File: config.mk
export PLATFORM = sky130hd
export DESIGN_NAME = uart_tx_arbiter
export DESIGN_NICKNAME = d
export VERILOG_FILES = /design/src/rtl/uart_pkg.sv /design/src/rtl/uart_rr_picker.sv /design/src/rtl/uart_tx_arbiter.sv
export SDC_FILE = /design/constraint.sdc
export NUM_CORES = 1
export LEC_CHECK = 0
export CORE_MARGIN = 3
export CORE_UTILIZATION = 50
export DETAILED_ROUTE_END_ITERATION = 6
export PLACE_DENSITY = 0.86
export SLEW_MARGIN = 20
export SYNTH_ARGS = -nofsm -noshare
export SYNTH_HDL_FRONTEND = slang
export SYNTH_SLANG_ARGS = --single-unit
File: constraint.sdc
create_clock -name tx_clk -period 5.1 [get_ports tx_clk]
set_clock_uncertainty 0.1 [all_clocks]
set_input_delay 1.02 -clock tx_clk [delete_from_list [all_inputs] [get_ports tx_clk]]
set_output_delay 1.02 -clock tx_clk [all_outputs]
set_load 0.01 [all_outputs]
File: src/rtl/uart_pkg.sv
// Shared UART definitions: arbiter state encoding and default frame width.
// Used by uart_tx_arbiter and uart_transmitter.
package uart_pkg;

  localparam int UART_DATA_W = 8;

  typedef enum logic [1:0] {
    IDLE   = 2'd0,
    LAUNCH = 2'd1,
    WAIT   = 2'd2,
    ACK    = 2'd3
  } arb_state_t;

endpackage

File: src/rtl/uart_rr_picker.sv
// Combinational round-robin picker: first set request at or above ptr,
// wrapping modulo NUM_REQ.
module uart_rr_picker #(
  parameter int NUM_REQ = 4,
  parameter int IW      = $clog2(NUM_REQ)
) (
  input  logic [NUM_REQ-1:0] i_req,
  input  logic [IW-1:0]      i_ptr,
  output logic [NUM_REQ-1:0] o_onehot,
  output logic [IW-1:0]      o_idx,
  output logic               o_valid
);

  always_comb begin
    int         j;
    logic [IW-1:0] w_j;
    j        = 0;
    w_j      = '0;
    o_onehot = '0;
    o_idx    = '0;
    o_valid  = 1'b0;
    for (int k = 0; k < NUM_REQ; k++) begin
      j = int'(i_ptr) + k;
      if (j >= NUM_REQ) j = j - NUM_REQ;
      w_j = IW'(j);
      if (!o_valid && i_req[w_j]) begin
        o_valid       = 1'b1;
        o_idx         = w_j;
        o_onehot[w_j] = 1'b1;
      end
    end
  end

endmodule

File: src/rtl/uart_tx_arbiter.sv
// Round-robin sequencer sharing one uart_transmitter among NUM_REQ clients.
// Optional WAIT watchdog: define UART_TX_ARB_TIMEOUT_EN.
module uart_tx_arbiter
  import uart_pkg::*;
#(
  parameter int NUM_REQ           = 4,
  parameter int DATA_WIDTH_NUMBER = UART_DATA_W,
  parameter int TIMEOUT_CYCLES    = 64
) (
  input  logic                           tx_clk,
  input  logic                           rst_n,
  input  logic [NUM_REQ-1:0]             req,
  input  logic [NUM_REQ*DATA_WIDTH_NUMBER-1:0] req_data,
  input  logic                           tx_done,
  output logic                           tx_start,
  output logic [DATA_WIDTH_NUMBER-1:0]   tx_data,
  output logic [NUM_REQ-1:0]             grant,
  output logic [NUM_REQ-1:0]             ack,
`ifdef UART_TX_ARB_TIMEOUT_EN
  output logic                           timeout_err,
`endif
  output logic                           busy
);

  localparam int IW = $clog2(NUM_REQ);
  localparam int W  = DATA_WIDTH_NUMBER;

  if (NUM_REQ < 2 || TIMEOUT_CYCLES < 2) begin : g_cfg_err
    $error("uart_tx_arbiter: NUM_REQ and TIMEOUT_CYCLES must be >= 2");
  end

  arb_state_t         r_state;
  logic [IW-1:0]      r_ptr;
  logic [IW-1:0]      r_idx;
  logic               r_tx_start;
  logic [W-1:0]       r_tx_data;
  logic [NUM_REQ-1:0] r_grant;
  logic [NUM_REQ-1:0] r_ack;
  logic               r_busy;

  logic [NUM_REQ-1:0] w_onehot;
  logic [IW-1:0]      w_idx;
  logic               w_valid;
  logic [IW-1:0]      w_ptr_nxt;
  logic [W-1:0]       w_words [NUM_REQ];

  for (genvar g = 0; g < NUM_REQ; g++) begin : g_words
    assign w_words[g] = req_data[g*W +: W];
  end

  uart_rr_picker #(
    .NUM_REQ (NUM_REQ),
    .IW      (IW)
  ) u_picker (
    .i_req    (req),
    .i_ptr    (r_ptr),
    .o_onehot (w_onehot),
    .o_idx    (w_idx),
    .o_valid  (w_valid)
  );

  assign w_ptr_nxt = (r_idx == IW'(NUM_REQ-1)) ? '0 : r_idx + 1'b1;

`ifdef UART_TX_ARB_TIMEOUT_EN
  localparam int CW = $clog2(TIMEOUT_CYCLES+1);
  logic [CW-1:0] r_cnt;
  logic          r_tout;
  assign timeout_err = r_tout;
`endif

  always_ff @(posedge tx_clk) begin
    if (!rst_n) begin
      r_state    <= IDLE;
      r_ptr      <= '0;
      r_idx      <= '0;
      r_tx_start <= 1'b0;
      r_tx_data  <= '0;
      r_grant    <= '0;
      r_ack      <= '0;
      r_busy     <= 1'b0;
`ifdef UART_TX_ARB_TIMEOUT_EN
      r_cnt      <= '0;
      r_tout     <= 1'b0;
`endif
    end else begin
      unique case (r_state)
        IDLE: begin
          r_busy <= 1'b0;
          if (w_valid) begin
            r_tx_data  <= w_words[w_idx];
            r_grant    <= w_onehot;
            r_idx      <= w_idx;
            r_busy     <= 1'b1;
            r_tx_start <= 1'b1;
            r_state    <= LAUNCH;
          end
        end
        LAUNCH: begin
          r_tx_start <= 1'b0;
          r_state    <= WAIT;
`ifdef UART_TX_ARB_TIMEOUT_EN
          r_cnt      <= '0;
`endif
        end
        WAIT: begin
          // tx_done takes priority over a coinciding watchdog expiry
          if (tx_done) begin
            r_ack   <= r_grant;
            r_ptr   <= w_ptr_nxt;
            r_state <= ACK;
          end
`ifdef UART_TX_ARB_TIMEOUT_EN
          else if (r_cnt == CW'(TIMEOUT_CYCLES-1)) begin
            r_tout  <= 1'b1;
            r_ptr   <= w_ptr_nxt;
            r_state <= ACK;
          end else begin
            r_cnt <= r_cnt + 1'b1;
          end
`endif
        end
        ACK: begin
          r_ack   <= '0;
          r_grant <= '0;
          r_busy  <= 1'b0;
`ifdef UART_TX_ARB_TIMEOUT_EN
          r_tout  <= 1'b0;
`endif
          r_state <= IDLE;
        end
      endcase
    end
  end

  assign tx_start = r_tx_start;
  assign tx_data  = r_tx_data;
  assign grant    = r_grant;
  assign ack      = r_ack;
  assign busy     = r_busy;

endmodule

==> metrics.md <==
| Metric | Value |
|---|---|
| Root Buffer | clkbuf_8 |
| Met1 Usage GRT | 28.9% |
| Synth cell types | 49 |
| Largest net degree at the start of global routing | 52 |
| Remaining DRCs | 0 |
| RSZ-0062 raised after global routing | false |
| Met3 Use GR | 4.07% |
| CTS resizes | 0 |
| First-pass GRT wire length | 9940 um |
| # Post-CTS Setup Buffers | 0 |
| Power per Cell Area | 371 nW/um2 |
| Crit path capture type | register |
| Max clock buf depth | 2 |
| Area grow syn2layout | 27.7% |
| IO Count | 57 |
| Synthesized instance count | 286 |
| Initial antenna violation count | 0 |
| PnR worst setup slack | 1550 ps |
| DRT iter0 DRCs | 130 |
| N_diodes | 0 |
| Synthesis Warnings | 0 |
| R2R Path End | tx_data[4] |
| Die W | 71.7 um |
| Inserted Clock Buffers | 3 |
| Fillers | 377 |
| Die extent in y | 71.7 um |
| Static Leakage | 0.964 nW |
| Clock-pin slew on the worst setup and hold paths | 90 ps |
| Setup Crit Path Kind | input pin to register |
| Post-synth top flop | dfxtp_1 |
| Vias in the first global route | 2207 |
| Clk Latency, worst-skew pair | 270 ps |
| H-tree lvl count | 1 |
| All-Layer GR Usage | 23.3% |
| Number of synthesized flops with an enable pin | 0 |
| Hold Path Origin | r_idx[1] |
| GRT busiest layer | met2 |
| Sequential area share after synthesis | 22.3% |
| Syn avg cell area | 7.55 um2 |
| CP Max Fanout | 18 |
| Seq cells post-synth | 24 |
| CP arrival | 3590 ps |
| Slew HR | 33.1% |
| Cell Area, Synth | 2160 um2 |
| DR WL/cell | 15.6 um |
| Area of the multi-input gates | 1560 um2 |
| Antenna Nets Post-Route | 0 |
| Tcrit/Tclk final | 69.7% |
| Initial Utilization | 52.8% |
| Nets | 380 |
| Syn Nets | 338 |
| Via density | 6.18 |
| Final-report max-slew violation count | 0 |
| Fmax | 0.281 GHz |
| Routed vias | 2330 |
| Reg-to-reg critical path startpoint | r_ptr[0] |
| Maximum resistive drop on vdd | 0.000191 V |
| Place WS | 1350 ps |
| Max_cap viols | 0 |
| Slew @ Worst Pin | 984 ps |
| WP data required | 5140 ps |
| Reg2Reg Depth | 8 |
| Fin crit period | 3550 ps |
| Met2 GRT Util | 40.4% |
| WHS Path Cells | 2 |
| Setup_tns | 0 ps |
| HPWL after DPL | 4210 um |
| RD Place Congestion | 0.864 |
| Async S/R FF share, synth | 0% |
| FF/Latch Area | 480 um2 |
| Final hold viol count | 0 |
| Startpoint Class | input pin |
| Hold buffers post-CTS | 0 |
| 1st-pass router iterations | 4 |
| # rows | 23 |
| Status | finished, final reports clean |
| Clock sink count | 24 |
| CTS tree | done |
| Layout cell share with drive strength beyond 1 | 5.20% |
| Hold Path End | r_idx[1] |
| Hold Path Class | register to register |
| Core area | 4090 um2 |
| Total gr overflow | 0 |
| R2R setup slack | 1730 ps |
| Detailed Route WL | 5890 um |
| # setup viols final | 0 |
| Port buffer count | 56 |
| Die ar. | 5140 um2 |
==> cell usage in the layout (no fill, tap or decap), drive strengths merged, types with 2 or more instances in the layout <==
master,netlist,routed
o22a,2,2
nor2b,10,10
nor3,14,14
nand2,35,35
nor4,7,7
a211oi,18,18
a22o,4,4
nand2b,4,4
nand3,5,5
or3b,2,2
ha,13,13
a31oi,6,6
inv,6,6
a21oi,20,20
buf,4,2
a211o,2,2
dfxtp,24,24
nor2,12,12
o211ai,2,2
o31ai,2,2
nand4,2,2
mux2,4,4
and2,2,2
clkdlybuf4s50,0,56
clkbuf,17,4
mux4,2,2
mux2i,8,8
a21boi,6,6
a22oi,8,8
o21ai,19,19
or3,9,9
nand3b,8,8
==> area by class of cell <==
| cell class | count | area share [%] |
|---|---|---|
| tap | 50 | 2.27 |
| clock buffer | 4 | 2.00 |
| multi-input combinational | 235 | 56.6 |
| timing repair buffer | 58 | 20.9 |
| inverter | 6 | 0.817 |
| sequential | 24 | 17.4 |
==> synth_stat cells (8+ instances only) <==
library cell | number | area [um2]
a211oi_1 | 18 | 135
dfxtp_1 | 24 | 480
nor2_1 | 12 | 45.0
or3_1 | 9 | 56.3
nor2b_1 | 10 | 62.6
a21oi_1 | 19 | 95.1
nor3_1 | 14 | 70.1
nand2_1 | 35 | 131
nand3b_1 | 8 | 60.1
o21ai_0 | 18 | 90.1
ha_1 | 13 | 163
clkbuf_1 | 15 | 56.3
a22oi_1 | 8 | 60.1
==> worst max path at each step <==
stage	start	endpoint	slack (ps)	cells after the start
floorplan	r_ptr[0]	tx_data[6]	1890	11
global placement	req[3]	tx_data[4]	1420	7
detailed placement	req[3]	tx_data[4]	1350	7
CTS	req[3]	tx_data[4]	1640	7
global route	req[3]	tx_data[1]	1350	7
finish	req[3]	tx_data[4]	1550	7
==> report_power, final <==
part / switching, mW / internal [mW] / total [mW]
combinational: 0.333 / 0.268 / 0.600
sequential: 0.0427 / 0.249 / 0.291
clock: 0.0625 / 0.0690 / 0.132
==> metrics by stage <==
| step | total power [mW] | cell area (um2) | utilization [%] | std cells | hold slack [ps] |
|---|---|---|---|---|---|
| 6_report | 1.02 | 2760 | 67.5 | 377 | 383 |
| 5_1_grt | 1.10 | 2760 | 67.5 | 377 | 420 |
| 4_1_cts | 1.02 | 2760 | 67.5 | 377 | 389 |
| 3_5_place_dp | 0.885 | 2700 | 66.1 | 373 | 364 |
| 3_3_place_gp | 0.874 | 2700 | 66.1 | 373 | 347 |
| 2_1_floorplan | 0.674 | 2160 | - | 286 | 339 |
==> state kept, by name (all words and copies together), names as in the netlist <==
name      count
tx_data       8
ack           4
grant         4
r_idx         2
r_ptr         2
r_state       2
busy          1
tx_start      1
==> critical path: stages <==
cell,delay [ps]
clkdlybuf4s50_1,670
mux2i_1,170
mux2i_2,800
nor2_1,300
or3_1,390
a31oi_1,180
a211oi_1,60
==> logic make-up after synthesis <==
logic type	after synthesis	synth area share [%]
compound gates	95	29.6
fa+ha+maj	13	7.54
buf+inv	27	5.45
flops	24	22.3
mux	14	8.06
simple gates	113	27.1
==> metal layers <==
layer / part of all wire [%] / vias up
met5: 0 / -
li1: - / 1150
met1: 43 / 1079
met3: 5.1 / 10
met2: 49 / 91
met4: 2.4 / 0
(Power assumes the default switching activity.)
